<file path="src/rtl/alu_decode_stage.sv">
// RV32I decode into ALU control and writeback controls, held in a registered ID/EX slot with a
// valid/ready handshake. Define ALU_DECODE_SKID_EN to add a one-entry skid buffer (registered ready_o).
module alu_decode_stage #(
    parameter int DATA_WIDTH    = 32,
    parameter int CONTROL_WIDTH = 3
) (
    input  logic                     clk_i,
    input  logic                     rst_i,
    input  logic [DATA_WIDTH-1:0]    instr_i,
    input  logic [DATA_WIDTH-1:0]    pc_i,
    input  logic                     valid_i,
    output logic                     ready_o,
    input  logic                     flush_i,
    output logic                     valid_o,
    input  logic                     ready_i,
    output logic [CONTROL_WIDTH-1:0] ALUctrl_o,
    output logic                     ALUSrc_o,
    output logic [DATA_WIDTH-1:0]    ImmExt_o,
    output logic                     RegWrite_o,
    output logic                     MemWrite_o,
    output logic                     Branch_o,
    output logic                     BranchNe_o,
    output logic                     Jump_o,
    output logic [1:0]               ResultSrc_o,
    output logic [4:0]               rs1_o,
    output logic [4:0]               rs2_o,
    output logic [4:0]               rd_o,
    output logic [DATA_WIDTH-1:0]    pc_o,
    output logic                     illegal_o
);

    localparam logic [6:0] OP_R      = 7'b0110011;
    localparam logic [6:0] OP_IMM    = 7'b0010011;
    localparam logic [6:0] OP_LOAD   = 7'b0000011;
    localparam logic [6:0] OP_STORE  = 7'b0100011;
    localparam logic [6:0] OP_BRANCH = 7'b1100011;
    localparam logic [6:0] OP_LUI    = 7'b0110111;
    localparam logic [6:0] OP_JAL    = 7'b1101111;
    localparam logic [6:0] OP_JALR   = 7'b1100111;

    localparam logic [CONTROL_WIDTH-1:0] ALU_ADD   = 3'b000;
    localparam logic [CONTROL_WIDTH-1:0] ALU_SUB   = 3'b001;
    localparam logic [CONTROL_WIDTH-1:0] ALU_AND   = 3'b010;
    localparam logic [CONTROL_WIDTH-1:0] ALU_OR    = 3'b011;
    localparam logic [CONTROL_WIDTH-1:0] ALU_XOR   = 3'b100;
    localparam logic [CONTROL_WIDTH-1:0] ALU_SLL   = 3'b101;
    localparam logic [CONTROL_WIDTH-1:0] ALU_SRL   = 3'b110;
    localparam logic [CONTROL_WIDTH-1:0] ALU_PASSB = 3'b111;

    typedef struct packed {
        logic [CONTROL_WIDTH-1:0] alu_ctrl;
        logic                     alu_src;
        logic [DATA_WIDTH-1:0]    imm_ext;
        logic                     reg_write;
        logic                     mem_write;
        logic                     branch;
        logic                     branch_ne;
        logic                     jump;
        logic [1:0]               result_src;
        logic [4:0]               rs1;
        logic [4:0]               rs2;
        logic [4:0]               rd;
        logic [DATA_WIDTH-1:0]    pc;
        logic                     illegal;
    } dec_t;

    logic [6:0]            opcode_s;
    logic [2:0]            funct3_s;
    logic                  funct7b5_s;
    logic [DATA_WIDTH-1:0] imm_i_s;
    logic [DATA_WIDTH-1:0] imm_s_s;
    logic [DATA_WIDTH-1:0] imm_b_s;
    logic [DATA_WIDTH-1:0] imm_u_s;
    logic [DATA_WIDTH-1:0] imm_j_s;
    logic                  ill_s;
    logic                  accept_s;
    dec_t                  dec_s;
    dec_t                  slot_r;
    logic                  valid_r;

    assign opcode_s   = instr_i[6:0];
    assign funct3_s   = instr_i[14:12];
    assign funct7b5_s = instr_i[30];

    assign imm_i_s = {{(DATA_WIDTH-12){instr_i[31]}}, instr_i[31:20]};
    assign imm_s_s = {{(DATA_WIDTH-12){instr_i[31]}}, instr_i[31:25], instr_i[11:7]};
    assign imm_b_s = {{(DATA_WIDTH-13){instr_i[31]}}, instr_i[31], instr_i[7],
                      instr_i[30:25], instr_i[11:8], 1'b0};
    assign imm_u_s = {instr_i[31:12], 12'h000};
    assign imm_j_s = {{(DATA_WIDTH-21){instr_i[31]}}, instr_i[31], instr_i[19:12],
                      instr_i[20], instr_i[30:21], 1'b0};

    // Combinational decode of the instruction currently offered by fetch
    always_comb begin
        dec_s = '0;
        ill_s = 1'b0;
        case (opcode_s)
            OP_R, OP_IMM: begin
                dec_s.reg_write = 1'b1;
                if (opcode_s == OP_IMM) begin
                    dec_s.alu_src = 1'b1;
                    dec_s.imm_ext = imm_i_s;
                end else begin
                    dec_s.alu_src = 1'b0;
                    dec_s.imm_ext = '0;
                end
                case (funct3_s)
                    3'b000: begin
                        if ((opcode_s == OP_R) && funct7b5_s) begin
                            dec_s.alu_ctrl = ALU_SUB;
                        end else begin
                            dec_s.alu_ctrl = ALU_ADD;
                        end
                    end
                    3'b100:  dec_s.alu_ctrl = ALU_XOR;
                    3'b110:  dec_s.alu_ctrl = ALU_OR;
                    3'b111:  dec_s.alu_ctrl = ALU_AND;
                    3'b001:  dec_s.alu_ctrl = ALU_SLL;
                    3'b101: begin
                        // arithmetic right shift has no ALU code
                        if (funct7b5_s) begin
                            ill_s = 1'b1;
                        end else begin
                            dec_s.alu_ctrl = ALU_SRL;
                        end
                    end
                    default: ill_s = 1'b1;
                endcase
            end
            OP_LOAD: begin
                dec_s.alu_ctrl   = ALU_ADD;
                dec_s.alu_src    = 1'b1;
                dec_s.imm_ext    = imm_i_s;
                dec_s.result_src = 2'b01;
                dec_s.reg_write  = 1'b1;
            end
            OP_STORE: begin
                dec_s.alu_ctrl  = ALU_ADD;
                dec_s.alu_src   = 1'b1;
                dec_s.imm_ext   = imm_s_s;
                dec_s.mem_write = 1'b1;
            end
            OP_BRANCH: begin
                dec_s.alu_ctrl  = ALU_SUB;
                dec_s.imm_ext   = imm_b_s;
                dec_s.branch    = 1'b1;
                dec_s.branch_ne = funct3_s[0];
                if (funct3_s[2:1] != 2'b00) begin
                    ill_s = 1'b1;
                end else begin
                    ill_s = 1'b0;
                end
            end
            OP_LUI: begin
                dec_s.alu_ctrl  = ALU_PASSB;
                dec_s.alu_src   = 1'b1;
                dec_s.imm_ext   = imm_u_s;
                dec_s.reg_write = 1'b1;
            end
            OP_JAL: begin
                dec_s.imm_ext    = imm_j_s;
                dec_s.jump       = 1'b1;
                dec_s.result_src = 2'b10;
                dec_s.reg_write  = 1'b1;
            end
            OP_JALR: begin
                dec_s.alu_ctrl   = ALU_ADD;
                dec_s.alu_src    = 1'b1;
                dec_s.imm_ext    = imm_i_s;
                dec_s.jump       = 1'b1;
                dec_s.result_src = 2'b10;
                dec_s.reg_write  = 1'b1;
            end
            default: ill_s = 1'b1;
        endcase

        // Illegal entries still travel down the pipe but can have no side effects
        if (ill_s) begin
            dec_s.alu_ctrl   = ALU_ADD;
            dec_s.alu_src    = 1'b0;
            dec_s.reg_write  = 1'b0;
            dec_s.mem_write  = 1'b0;
            dec_s.branch     = 1'b0;
            dec_s.branch_ne  = 1'b0;
            dec_s.jump       = 1'b0;
            dec_s.result_src = 2'b00;
            dec_s.illegal    = 1'b1;
        end else begin
            dec_s.illegal    = 1'b0;
        end

        dec_s.rs1 = instr_i[19:15];
        dec_s.rs2 = instr_i[24:20];
        dec_s.pc  = pc_i;
        if (dec_s.reg_write) begin
            dec_s.rd = instr_i[11:7];
        end else begin
            dec_s.rd = 5'd0;
        end
    end

    assign accept_s = valid_i & ready_o & ~flush_i;

`ifdef ALU_DECODE_SKID_EN
    dec_t skid_r;
    logic skid_full_r;

    assign ready_o = ~skid_full_r;

    // Output slot plus skid: skid drains into the slot before new input is taken
    always_ff @(posedge clk_i) begin
        if (rst_i) begin
            valid_r     <= 1'b0;
            slot_r      <= '0;
            skid_full_r <= 1'b0;
            skid_r      <= '0;
        end else if (flush_i) begin
            valid_r     <= 1'b0;
            skid_full_r <= 1'b0;
        end else if (!valid_r || ready_i) begin
            if (skid_full_r) begin
                slot_r      <= skid_r;
                valid_r     <= 1'b1;
                skid_full_r <= 1'b0;
            end else if (accept_s) begin
                slot_r  <= dec_s;
                valid_r <= 1'b1;
            end else begin
                valid_r <= 1'b0;
            end
        end else if (accept_s) begin
            skid_r      <= dec_s;
            skid_full_r <= 1'b1;
        end
    end
`else
    assign ready_o = ~valid_r | ready_i;

    // Single output slot: reset > flush > reload on accept > drain on handoff
    always_ff @(posedge clk_i) begin
        if (rst_i) begin
            valid_r <= 1'b0;
            slot_r  <= '0;
        end else if (flush_i) begin
            valid_r <= 1'b0;
        end else if (accept_s) begin
            slot_r  <= dec_s;
            valid_r <= 1'b1;
        end else if (ready_i) begin
            valid_r <= 1'b0;
        end
    end
`endif

    assign valid_o     = valid_r;
    assign ALUctrl_o   = slot_r.alu_ctrl;
    assign ALUSrc_o    = slot_r.alu_src;
    assign ImmExt_o    = slot_r.imm_ext;
    assign RegWrite_o  = slot_r.reg_write;
    assign MemWrite_o  = slot_r.mem_write;
    assign Branch_o    = slot_r.branch;
    assign BranchNe_o  = slot_r.branch_ne;
    assign Jump_o      = slot_r.jump;
    assign ResultSrc_o = slot_r.result_src;
    assign rs1_o       = slot_r.rs1;
    assign rs2_o       = slot_r.rs2;
    assign rd_o        = slot_r.rd;
    assign pc_o        = slot_r.pc;
    assign illegal_o   = slot_r.illegal;

endmodule

</file>
<file path="config.mk">
export PLATFORM = sky130hd
export DESIGN_NAME = alu_decode_stage
export DESIGN_NICKNAME = d
export VERILOG_FILES = /design/src/rtl/alu_decode_stage.sv
export SDC_FILE = /design/constraint.sdc
export NUM_CORES = 1
export LEC_CHECK = 0
export CORE_ASPECT_RATIO = 0.6
export CORE_MARGIN = 1.5
export CORE_UTILIZATION = 42
export CTS_CLUSTER_SIZE = 40
export DETAILED_ROUTE_END_ITERATION = 10
export HOLD_SLACK_MARGIN = 0.03
export MAX_ROUTING_LAYER = met4
export PLACE_DENSITY_LB_ADDON = 0.05
export SYNTH_ARGS = -nofsm -noshare
export SYNTH_HDL_FRONTEND = slang
export SYNTH_SLANG_ARGS = --single-unit
</file>
<file path="constraint.sdc">
create_clock -name clk_i -period 2.15 [get_ports clk_i]
set_input_delay 0.43 -clock clk_i [delete_from_list [all_inputs] [get_ports clk_i]]
set_output_delay 0.43 -clock clk_i [all_outputs]
set_load 0.02 [all_outputs]
</file>
==> flow_summary.ini <==
[outcome]
status = finished clean

[power_and_ir_drop]
p_sw_share_pct = 22.6
power.leakage_nw = 2.32
power_frac_comb_pct = 12.9
power_frac_seq_pct = 41.8
power.switching_mw = 0.956
p_int_mw = 3.28
power_density_mw_per_mm2 = 698
total_power_mw = 4.23
vdd_ir_drop_max_v = 0.000451
clkPwrFrac_pct = 45.3

[clock_tree]
htreeDepth = 3
cts.reportedPaths.clkPinSlew_ns = 0.07
cts_buffers = 9
clock_sinks = 92
cts_tree = built
cts-root-buf = clkbuf_16
holdBufCountCts = 0
insertion_delay_ns = 0.34
cts.path.max_buffers = 2

[floorplan]
initial_utilization_pct = 43.3
die_w_microns = 124
rows = 26
die-height_microns = 75.4
coreArea_sq_mm = 0.00849
io_pins = 162
dieArea_sq_mm = 0.00933

[sta]
fin_setup_tns_ns = 0
setup_violations = 0
rsz0062_at_grt = false
slew_headroom_pct = 59.5
clock-skew-final_ns = 0.00647
hold_viol = 0
slew_violations = 0
whs_ns = 0.451
fin_crit_ns = 2.00
clock.fmax_ghz = 0.499
fin_crit_sh_pct = 93.1
setup_slack_ns = 0.148
tightest_slew_ns = 0.607

[routing]
drt-total-wl_microns = 11300
drtAntennaViolNets = 0
drc = 0
vias = 3822
viasPerCell = 5.24
drt_iter0_drc = 281
drtPass1Iterations = 5
avgRoutedWirePerCell_microns = 15.5

[critical_path]
crit_type = in -> reg
critPathBufInv = 2
cp-start-kind = primary input
critPathSlowestCell = clkdlybuf4s50_1
worstPathMaxFanout = 11
crit_family = compound AO/OA/AOI/OAI gates
endpoint_kind = flop
r2r_slack_ns = 0.37
crit_arrival_ns = 2.29
cp_slowest_stage_delay_ns = 0.66
path_cells = clkdlybuf4s50_1 > nand2_1 > a21boi_1 > o21ai_2 > buf_4 > a211oi_4 > a221o_1
crit_required_ns = 2.44

[synthesis]
async_flop_share_pct = 0
synth_seq_area_share_pct = 50.1
synth.most_common_cell = nand2_1
ys_ff_latch = 92
yosysWarnings = 0
synth-adder-area-share_pct = 0
ys_types = 45
synthFlopType = dfxtp_1
synth_top_family_by_area = compound AO/OA/AOI/OAI gates
synth_top_area_share_pct = 50.1
synth_area_leaders = dfxtp_1 50%, nand2_1 12%, a21oi_1 6.5%, a22o_1 3.3%, a21o_1 2.5%
avgSynthCellArea_sq_um = 8.64
synth-compound-area-share_pct = 23.3
synth_common_cells = 119 x nand2_1, 92 x dfxtp_1, 48 x a21oi_1, 15 x clkbuf_1
syn_nets = 494
synthMuxAreaShare_pct = 0
synth-edff-count = 0
synth-simple-area-share_pct = 22.0
synth_area_sq_mm = 0.00367
synth-xor-area-share_pct = 0
synth.largest_area_cell = dfxtp_1
syn_inst = 425

[global_route]
grt_max_degree = 58
grt_use_total_pct = 24.5
antenna_found_initial = 0
grt_pass1_vias = 3299
grt_pass1_wl_microns = 16800
grt-ovfl-total = 0

[cells_and_area]
syn2layout_area_growth_pct = 65.2
n_antenna_cell = 0
layout.nets = 683
design_area_sq_mm = 0.00607
drive_above_1_share_pct = 13.4

[place]
placed_cell_area_sq_mm = 0.00570
routabilityCongestion = 0.851
dp_hpwl_microns = 8300
portBuffers = 161
place_ws_ns = -0.200

[hold_path]
hold_path.class = reg -> reg

[run]
maxCapViolCount = 0
==> repair_timing <==
item | CTS | global route
gates resized for setup | 2 | 1
buffers inserted | 0 | 0
endpoints found under the setup margin | 1 | 1
==> cell type report <==
type | instances | area [sq um]
inverters | 5 | 18.8
fillers | 647 | 2420
clock inverters | 6 | 136
well taps | 112 | 140
repair buffers | 209 | 2020
flip-flops and latches | 92 | 1840
multi-input cells | 297 | 1690
clock buffers | 9 | 225
==> through the flow <==
| stage | util (%) | instances |
|---|---|---|
| 6_report | 71.5 | 730 |
| 5_1_grt | 71.5 | 730 |
| 4_1_cts | 71.4 | 730 |
| 3_5_place_dp | 67.1 | 715 |
| 3_3_place_gp | 67.1 | 715 |
| 2_1_floorplan | - | 425 |
==> cell usage in the layout (no fill, tap or decap), types with 2 or more instances in the layout <==
cell               n
nand3_1           14
and3_1             5
nor2_4             3
buf_12             4
a22o_1            14
nor3_4             2
nand2_1          119
o21ai_0            5
nor4_2             2
clkdlybuf4s50_1  159
and2_1             2
o31ai_1            2
a21oi_1           48
nor3_1             5
a311oi_1           2
o21ai_1            7
bufinv_16          4
buf_4             44
nor2_1            10
or3_1              2
a221o_1            8
inv_1              5
a32o_1             6
dfxtp_1           92
nor2b_1            2
a21o_1            12
a22oi_1            6
nor2_2             3
nand2b_1           3
clkbuf_16          9
==> worst reg2reg max path: cells and delay by family (launching register included) <==
kind | cells | cell delay [ns]
AOI/OAI and AO/OA | 3 | 0.60
buffers and inverters | 2 | 0.36
DFF | 1 | 0.32
and+or+nand+nor | 2 | 0.46
==> routing by layer <==
| metal | global-route usage [%] | share of wire [%] | vias to the layer above | routed length (microns) |
|---|---|---|---|---|
| met5 | - | 0 | - | 0 |
| met4 | 7.66 | 1.4 | 0 | 157 |
| met3 | 7.86 | 10 | 14 | 1150 |
| met2 | 33.7 | 43 | 176 | 4810 |
| met1 | 34.0 | 46 | 1775 | 5190 |
| li1 | - | - | 1857 | - |
==> sequential cells by signal, indices dropped and copies added, names as in the netlist, 2 cells and up <==
signal and flops:
ALUctrl_o 3, ImmExt_o 32, ResultSrc_o 2, pc_o 32, rd_o 5, rs1_o 5, rs2_o 5
==> path summary, 6_finish.rpt <==
check | start | endpoint | cells past startpoint
setup / recovery | instr_i[5] | ImmExt_o[13] | 7
hold / removal | ImmExt_o[4] | ImmExt_o[4] | 2
setup reg to reg | valid_o | ImmExt_o[13] | 7
hold reg to reg | ImmExt_o[4] | ImmExt_o[4] | 2
==> power groups by stage <==
stage	combinational, mW	clock, mW	sequential, mW
after floorplan	0.168	0	1.86
after global placement	0.540	0	1.80
after detailed placement	0.543	0	1.81
after CTS	0.548	1.95	1.77
after global routing	0.588	2.02	1.77
final	0.548	1.92	1.77
==> logic make-up (layout without fill, tap and decap cells) <==
kind of cell	count (synthesis)	count (layout)
DFF	92	92
and+or+nand+nor	177	177
AOI/OAI and AO/OA	120	120
buffers and inverters	36	229
Power figures use the tool's default switching activity.
